--- config.mk ---
export PLATFORM = sky130hd
export DESIGN_NAME = aes_inv_round_ctrl
export DESIGN_NICKNAME = d
export VERILOG_FILES = /design/src/rtl/aes_dec_pkg.sv /design/src/rtl/aes_stage_timer.sv /design/src/rtl/aes_inv_round_ctrl.sv
export SDC_FILE = /design/constraint.sdc
export NUM_CORES = 1
export LEC_CHECK = 0
export BUFFER_PORTS_ARGS = -buffer_cell sky130_fd_sc_hd__clkbuf_2
export CAP_MARGIN = 20
export CORE_MARGIN = 2
export CORE_UTILIZATION = 40
export CTS_BUF_LIST = sky130_fd_sc_hd__clkbuf_2
export DETAILED_ROUTE_END_ITERATION = 7
export GPL_TIMING_DRIVEN = 0
export MAX_ROUTING_LAYER = met4
export RECOVER_POWER = 100
export SLEW_MARGIN = 20
export SYNTH_ARGS = -nofsm -noshare
export SYNTH_HDL_FRONTEND = slang
export SYNTH_SLANG_ARGS = --single-unit
--- constraint.sdc ---
create_clock -name i_clock -period 2.1 [get_ports i_clock]
set_input_delay 0.21 -clock i_clock [delete_from_list [all_inputs] [get_ports i_clock]]
set_output_delay 0.21 -clock i_clock [all_outputs]
set_load 0.05 [all_outputs]
--- src/rtl/aes_dec_pkg.sv ---
// Shared definitions for the AES inverse-cipher control path: FSM states,
// stage one-hot encodings, round-count constants and the stage decoder.
package aes_dec_pkg;

    typedef enum logic [1:0] {
        ST_IDLE = 2'd0,
        ST_RUN  = 2'd1,
        ST_DONE = 2'd2
    } fsm_state_t;

    // Position of a stage within one inverse round
    typedef enum logic [1:0] {
        POS_SR  = 2'd0,
        POS_SB  = 2'd1,
        POS_ARK = 2'd2,
        POS_IMC = 2'd3
    } pos_t;

    localparam int KEY_IDX_W = 4;
    localparam int NR_128    = 10;
    localparam int NR_256    = 14;

    localparam logic [3:0] STG_SR  = 4'b0001;
    localparam logic [3:0] STG_SB  = 4'b0010;
    localparam logic [3:0] STG_ARK = 4'b0100;
    localparam logic [3:0] STG_IMC = 4'b1000;

    function automatic logic [3:0] pos_to_stage(input pos_t pos);
        logic [3:0] stage;
        case (pos)
            POS_SR:  stage = STG_SR;
            POS_SB:  stage = STG_SB;
            POS_ARK: stage = STG_ARK;
            POS_IMC: stage = STG_IMC;
            default: stage = 4'b0000;
        endcase
        return stage;
    endfunction

endpackage

--- src/rtl/aes_stage_timer.sv ---
// L-cycle window timer: reloads at the start of each stage and flags the
// final cycle of the window.
module aes_stage_timer
    import aes_dec_pkg::*;
#(
    parameter int L = 1
) (
    input  logic i_clock,
    input  logic i_reset,
    input  logic i_clear,
    input  logic i_load,
    output logic o_last
);

    localparam int CW = $clog2(L + 1);

    logic [CW-1:0] r_cnt;

    // Down-counter: load L for the coming window, count towards one
    always_ff @(posedge i_clock or posedge i_reset) begin
        if (i_reset) begin
            r_cnt <= '0;
        end else if (i_clear) begin
            r_cnt <= '0;
        end else if (i_load) begin
            r_cnt <= CW'(L);
        end else if (r_cnt != '0) begin
            r_cnt <= r_cnt - CW'(1);
        end else begin
            r_cnt <= r_cnt;
        end
    end

    assign o_last = (r_cnt == CW'(1));

endmodule

--- src/rtl/aes_inv_round_ctrl.sv ---
// Sequencer for the iterative AES inverse-cipher round datapath: walks the
// shared stage units through ARK(NR), (SR,SB,ARK,IMC) x NR-1, SR,SB,ARK(0).
module aes_inv_round_ctrl
    import aes_dec_pkg::*;
#(
    parameter int NR = 10,
    parameter int L  = 1
) (
    input  logic                 i_clock,
    input  logic                 i_reset,
    input  logic                 i_in_valid,
    output logic                 o_in_ready,
    input  logic                 i_flush,
    output logic                 o_out_valid,
    input  logic                 i_out_ready,
    output logic                 o_load_state,
    output logic [3:0]           o_stage_en,
    output logic                 o_state_we,
    output logic [KEY_IDX_W-1:0] o_key_idx,
    output logic                 o_busy
);

    localparam logic [3:0] NR_L = 4'(NR);

    fsm_state_t           r_state;
    fsm_state_t           w_state_nxt;
    pos_t                 r_pos;
    pos_t                 w_pos_nxt;
    logic [3:0]           r_round;
    logic [3:0]           w_round_nxt;
    logic [3:0]           w_round_dec;
    logic [KEY_IDX_W-1:0] r_key_idx;
    logic [KEY_IDX_W-1:0] w_key_nxt;
    logic                 w_accept;
    logic                 w_last;
    logic                 w_final_stage;
    logic                 w_timer_load;

    assign w_accept      = i_in_valid & (r_state == ST_IDLE) & ~i_flush;
    assign w_final_stage = (r_pos == POS_ARK) && (r_round == 4'd0);
    assign w_round_dec   = (r_round == 4'd0) ? 4'd0 : (r_round - 4'd1);
    assign w_timer_load  = w_accept |
                           ((r_state == ST_RUN) & w_last & ~w_final_stage);

    aes_stage_timer #(
        .L(L)
    ) u_timer (
        .i_clock (i_clock),
        .i_reset (i_reset),
        .i_clear (i_flush),
        .i_load  (w_timer_load),
        .o_last  (w_last)
    );

    // State, schedule position, round and key-index registers
    always_ff @(posedge i_clock or posedge i_reset) begin
        if (i_reset) begin
            r_state   <= ST_IDLE;
            r_pos     <= POS_SR;
            r_round   <= 4'd0;
            r_key_idx <= '0;
        end else begin
            r_state   <= w_state_nxt;
            r_pos     <= w_pos_nxt;
            r_round   <= w_round_nxt;
            r_key_idx <= w_key_nxt;
        end
    end

    // Next-state and schedule stepping; stages advance only on the window's last cycle
    always_comb begin
        w_state_nxt = r_state;
        w_pos_nxt   = r_pos;
        w_round_nxt = r_round;
        if (i_flush) begin
            w_state_nxt = ST_IDLE;
        end else begin
            case (r_state)
                ST_IDLE: begin
                    if (i_in_valid) begin
                        w_state_nxt = ST_RUN;
                        w_pos_nxt   = POS_ARK;
                        w_round_nxt = NR_L;
                    end else begin
                        w_state_nxt = ST_IDLE;
                    end
                end
                ST_RUN: begin
                    if (w_last) begin
                        case (r_pos)
                            POS_SR:  w_pos_nxt = POS_SB;
                            POS_SB:  w_pos_nxt = POS_ARK;
                            POS_ARK: begin
                                if (r_round == 4'd0) begin
                                    w_state_nxt = ST_DONE;
                                end else if (r_round == NR_L) begin
                                    // The opening ARK has no IMC after it
                                    w_round_nxt = w_round_dec;
                                    w_pos_nxt   = POS_SR;
                                end else begin
                                    w_pos_nxt = POS_IMC;
                                end
                            end
                            POS_IMC: begin
                                w_round_nxt = w_round_dec;
                                w_pos_nxt   = POS_SR;
                            end
                            default: w_state_nxt = ST_IDLE;
                        endcase
                    end else begin
                        w_state_nxt = ST_RUN;
                    end
                end
                ST_DONE: begin
                    if (i_out_ready) begin
                        w_state_nxt = ST_IDLE;
                    end else begin
                        w_state_nxt = ST_DONE;
                    end
                end
                default: w_state_nxt = ST_IDLE;
            endcase
        end
    end

    // Key index tracks the round of the upcoming ARK and holds otherwise
    always_comb begin
        if ((w_state_nxt == ST_RUN) && (w_pos_nxt == POS_ARK)) begin
            w_key_nxt = w_round_nxt;
        end else begin
            w_key_nxt = r_key_idx;
        end
    end

    // Output decode from registered state; only load_state sees inputs
    always_comb begin
        o_in_ready   = (r_state == ST_IDLE);
        o_busy       = (r_state == ST_RUN);
        o_out_valid  = (r_state == ST_DONE);
        o_load_state = w_accept;
        o_key_idx    = r_key_idx;
        if (r_state == ST_RUN) begin
            o_stage_en = pos_to_stage(r_pos);
            o_state_we = w_last;
        end else begin
            o_stage_en = 4'b0000;
            o_state_we = 1'b0;
        end
    end

endmodule

After elaboration in Yosys (flattened, before gate mapping):

Index checks and enable logic that the tools add are counted.

* bits in registers: 13
* input port bits: 5
* output and inout bits: 13
* word-level logic and storage cells: 55

* $add $sub $neg: 2
* equal/unequal tests: 8
* muxes and demuxes: 28
* bitwise logic cells: 7
* reductions and logical operators: 5

Operator list (count)
* two-way mux 4 bit: 7
* two-way mux 2 bit: 10
* case mux 4 bit (2 select lines): 2
* case mux 4 bit (4 select lines): 1
* == test 2 bit (second input constant): 4
* case mux 2 bit (4 select lines): 1
* == test 2 x 1 -> 1 bit (second input constant): 3
* case mux 2 bit (3 select lines): 1
* two-way mux 1 bit: 5
* AND 1 bit: 4
* == test 4 bit (second input constant): 1
* logical NOT 2 bit: 2
* logical NOT 4 bit: 1
* case mux 2 bit (2 select lines): 1
* subtractor 4 x 1 -> 4 bit (second input constant): 1
* logical AND 1 bit: 2
* NOT 1 bit: 2
* OR 1 bit: 1
* subtractor 1 bit (second input constant): 1

Longest topological paths before layout:

* word-level depth: 9
* mapped depth: 8
* mapped depth without buffers: 7

Modules after synthesis:

Synthesis repeated with hierarchy kept, for this count alone.

* cells, all modules: 101
* area, all modules: 900.9 um^2

By module, submodules not included
* aes_inv_round_ctrl: times used 1, cells each 98, area an instance 858.3 um^2, seq. area each 300.3 um^2
* aes_stage_timer: times used 1, cells each 3, area an instance 42.5 um^2, seq. area each 25.0 um^2

Worst setup path after synthesis:

OpenSTA, ideal clock, no wires.

* path kind: register to output
* start: register r_state[0]
* end: output port o_load_state
* arrival: 1.928 ns
* required time: 1.890 ns
* path slack: -0.038 ns
* stages on the path, launching flop included: 4
* path buffers: 1
* path through: dfrtp_1 clkbuf_8 or2b_2 nor3_1

* longest elaborated chain between the ends: 3

Ends and longest elaborated chain
* start: declaration: line aes_inv_round_ctrl.sv:25 `fsm_state_t r_state;`
* start signal: assignment: line aes_inv_round_ctrl.sv:63 `r_state <= w_state_nxt;`
* logical NOT 2 bit: line aes_inv_round_ctrl.sv:39 `assign w_accept = i_in_valid & (r_state == ST_IDLE) & ~i_flush;`
* AND 1 bit (2 in a row): line aes_inv_round_ctrl.sv:39
* end: declaration: line aes_inv_round_ctrl.sv:16 `output logic o_load_state,`

Every way passes these cells.

Final worst setup path:

* start: register r_round[0]
* end: register r_key_idx[1] (netlist: o_key_idx[1])

* longest elaborated chain between the ends: 9
* elaborated cells between the ends (all ways): 24
* classes of those cells: add/sub (1); eq/ne (3); mux (18); reduce/logical (2)

Ends and longest elaborated chain
* start: declaration: line aes_inv_round_ctrl.sv:29 `logic [3:0] r_round;`
* start signal: assignment: line aes_inv_round_ctrl.sv:65 `r_round <= w_round_nxt;`
* branches (longest 9 deep; another with subtractor 4 x 1 -> 4 bit)
* end signal: assignment: line aes_inv_round_ctrl.sv:66 `r_key_idx <= w_key_nxt;`
* end: declaration: line aes_inv_round_ctrl.sv:32 `logic [KEY_IDX_W-1:0] r_key_idx;`

Several ways; the timed one is not identified.
A chain may end at the register's enable or synchronous reset.

==> results.md <==
* Worst r2r src: r_round[0]
* Wirelength per Cell at 14.4 um
* R2R Path End: o_key_idx[1]
* R2R cell count at 8
* Most area-consuming cells after synthesis: dfrtp_1, mux2_4, inv_1
* Reg power frac at 0.352
* Asr flop ratio synth at 1.00
* Net Sw Power at 477 uW
* RSZ-0062 raised after global routing: false
* FF+latch count, synth at 13
* DP HPWL at 1.54 mm
* WHS Endpoint: r_state[1]
* TritonCTS buffer count at 3
* Status: complete, no violations
* CTS root buffer: clkbuf_2
* Maximum clock rate at approximately 490 MHz
* Switching Share at 0.469
* Starting Density at 0.426
* CTS tree: yes
* Slew @ Worst Pin at just under 0.6 ns
* Port Buffer Count at 17
* Layout fillers at 216
* Synth warnings at 0
* Most common cell in the synthesized netlist: dfrtp_1
* Place WS at slightly above 0.08 ns
* TritonRoute pass-1 iters at 4
* Final wirelength at around 2.1 mm
* Count of final setup violators at 0
* Comb power frac at 0.511
* Largest net degree at the start of global routing at 14
* Synth Net Count at roughly 100
* Clock sink count at 13
* Row count at 17
* Main flop type after synthesis: dfrtp_1
* Vias in the first global route at 720
* Setup TNS at 0 ns
* MaxCap Viol Count at 0
* Total grt overflow at 0
* Yosys cell types at 42
* Internal reg-to-reg setup slack at 0.07 ns
* Critical Path End Type: register
* Max Slew Vio Count at 0
* Fin crit period at 2.03 ns
* Mapped Area at 952 um2
* Die ar. at 2790 um2
* 1st-iter DRT viols at 28
* Layout area overhead at 14.7%
* Pleak at about 0.50 nW
* Cells after synthesis at 97
* Final setup margin at approximately 0.073 ns
* Die width at 52.8 um
* Top-area cell type share of the netlist area at 0.342
* Peak VDD IR at 497 uV
* Worst Path Class, Setup: register to register
* First-pass GRT wire length at 3.43 mm
* P_int at 539 uW
* Worst path required time at roughly 2.3 ns
* Max transition margin at 0.608
* CTS Buffer Depth at 2
* Vias per cell at 5.44
* IO Count at 18
* CP Data Arrival Time at 2.21 ns
* Critical Path Start Type: register
* Clock Latency Late Sink at about 0.29 ns
* Clk pwr share at 0.138
* Die height at 52.8 um
* CP Max Fanout at 5
* DR vias at 800
* Number of synthesized flops with an enable pin at 0
* Clock Pin Slew Worst Setup and Hold Paths at between 0.1 and 0.15 ns
* Register area share after synthesis at 0.342
* Syn Area/Cell at 9.82 um2
* Worst Skew at ~0.0084 ns
* Residual DRC at 0
* Fin crit share at 0.965
* Power Density at 930 nW/um2
* Core area at between 2000 and 2500 um2
* Min-delay src: i_flush
* GRT Util Overall at 0.176
* Placer Congestion at 0.851
* Initial antenna violation count at 0
* Final Hold Viols at 0
* Cell taking the most area after synthesis: dfrtp_1
* H-tree Lvls at 1
* ANT nets after route at 0
* Share of cells above drive strength 1 at 0.261
* List of most frequent post-synthesis cells: dfrtp_1, inv_1, nor2_1, nand2_1
* Antenna Cells at 0
* Nets at approximately 130
* Hold Path Class: primary input to register
* Hold path depth at 2
[worst max path at each step]
stage / endpoint / from / slack, ns / cells past startpoint
3_3_place_gp: o_key_idx[2] / r_round[0] / 0.11 / 8
6_report: o_key_idx[1] / r_round[0] / 0.07 / 8
2_1_floorplan: o_stage_en[0] / r_state[1] / 0.22 / 2
4_1_cts: o_key_idx[1] / r_round[0] / 0.05 / 8
3_5_place_dp: o_key_idx[2] / r_round[1] / 0.08 / 8
5_1_grt: o_key_idx[1] / r_round[0] / 0.03 / 8
[worst max-delay path, cell delays in order (launching register included)]
cell and delay (ns):
dfrtp_1 0.43, inv_1 0.11, ha_2 0.23, nor3b_4 0.24, nand2_1 0.16, o211ai_1 0.13, and3_1 0.19, buf_6 0.13
mux2_4 0.30
[what timing repair did]
item | 4_1_cts | 5_1_grt
endpoints found under the setup margin | 0 | 4
gates resized for setup | 0 | 3
hold endpoints to repair | 13 | 0
hold buffers | 1 | 0
buffers inserted | 0 | 0
[layout by cell type (no fill, tap or decap), types with 2 or more instances in the layout]
| cell | n |
|---|---|
| a21oi_1 | 5 |
| clkbuf_2 | 9 |
| clkbuf_1 | 12 |
| o21ai_0 | 3 |
| clkbuf_8 | 2 |
| mux2_4 | 4 |
| nor2_1 | 9 |
| nor3_1 | 5 |
| o21a_1 | 2 |
| buf_6 | 2 |
| and3_1 | 2 |
| a31oi_1 | 2 |
| o211ai_1 | 2 |
| inv_1 | 9 |
| dfrtp_1 | 12 |
| nand2_1 | 6 |
| nand3_1 | 2 |
| nor2b_1 | 2 |
[per-layer routing]
layer | wire [um] | track usage | up-vias
li1 | - | - | 391
met1 | 1050 | 0.246 | 377
met2 | 947 | 0.258 | 26
met3 | 86 | 0.0257 | 6
met4 | 33 | 0.0641 | 0
met5 | 0 | - | -
[logic make-up after synthesis]
group | synth area share
AND/OR/NAND/NOR | 0.275
AO/OA/AOI/OAI | 0.188
buffers and inverters | 0.0959
flip-flops | 0.342
multiplexers | 0.0736
adder cells (fa/ha/maj) | 0.0263
[registers in the layout (all words and copies together) (netlist names)]
| name | count |
|---|---|
| r_round | 4 |
| r_state | 2 |
| o_key_idx | 4 |
| r_pos | 2 |
| u_timer.o_last | 1 |
[metrics by stage]
stage	instance area [um2]	std cells	power [mW]	util	hold WS, ns
after floorplan	957	97	0.772	-	0.0870
after global placement	1080	142	0.876	0.482	0.244
after detailed placement	1080	142	0.883	0.482	0.253
after CTS	1110	147	1.02	0.496	0.221
after global routing	1090	147	1.08	0.489	0.205
final	1090	147	1.02	0.489	0.210
[cell type report]
cell class	count	area [um2]	area share
Timing Repair Buffer	18	80.1	0.0733
Buffer	5	57.6	0.0527
Clock buffer	4	20.0	0.0183
Inverter	9	33.8	0.0309
Tap cell	28	35.0	0.0321
Sequential cell	13	327	0.299
Multi-Input combinational cell	70	539	0.494
[power groups by stage]
stage	Sequential (mW)	Combinational [mW]	Clock, mW
finish	0.358	0.519	0.140
detailed placement	0.359	0.524	0
global placement	0.356	0.520	0
floorplan	0.421	0.352	0
global route	0.366	0.560	0.153
CTS	0.354	0.526	0.142
Power figures use the tool's default switching activity.
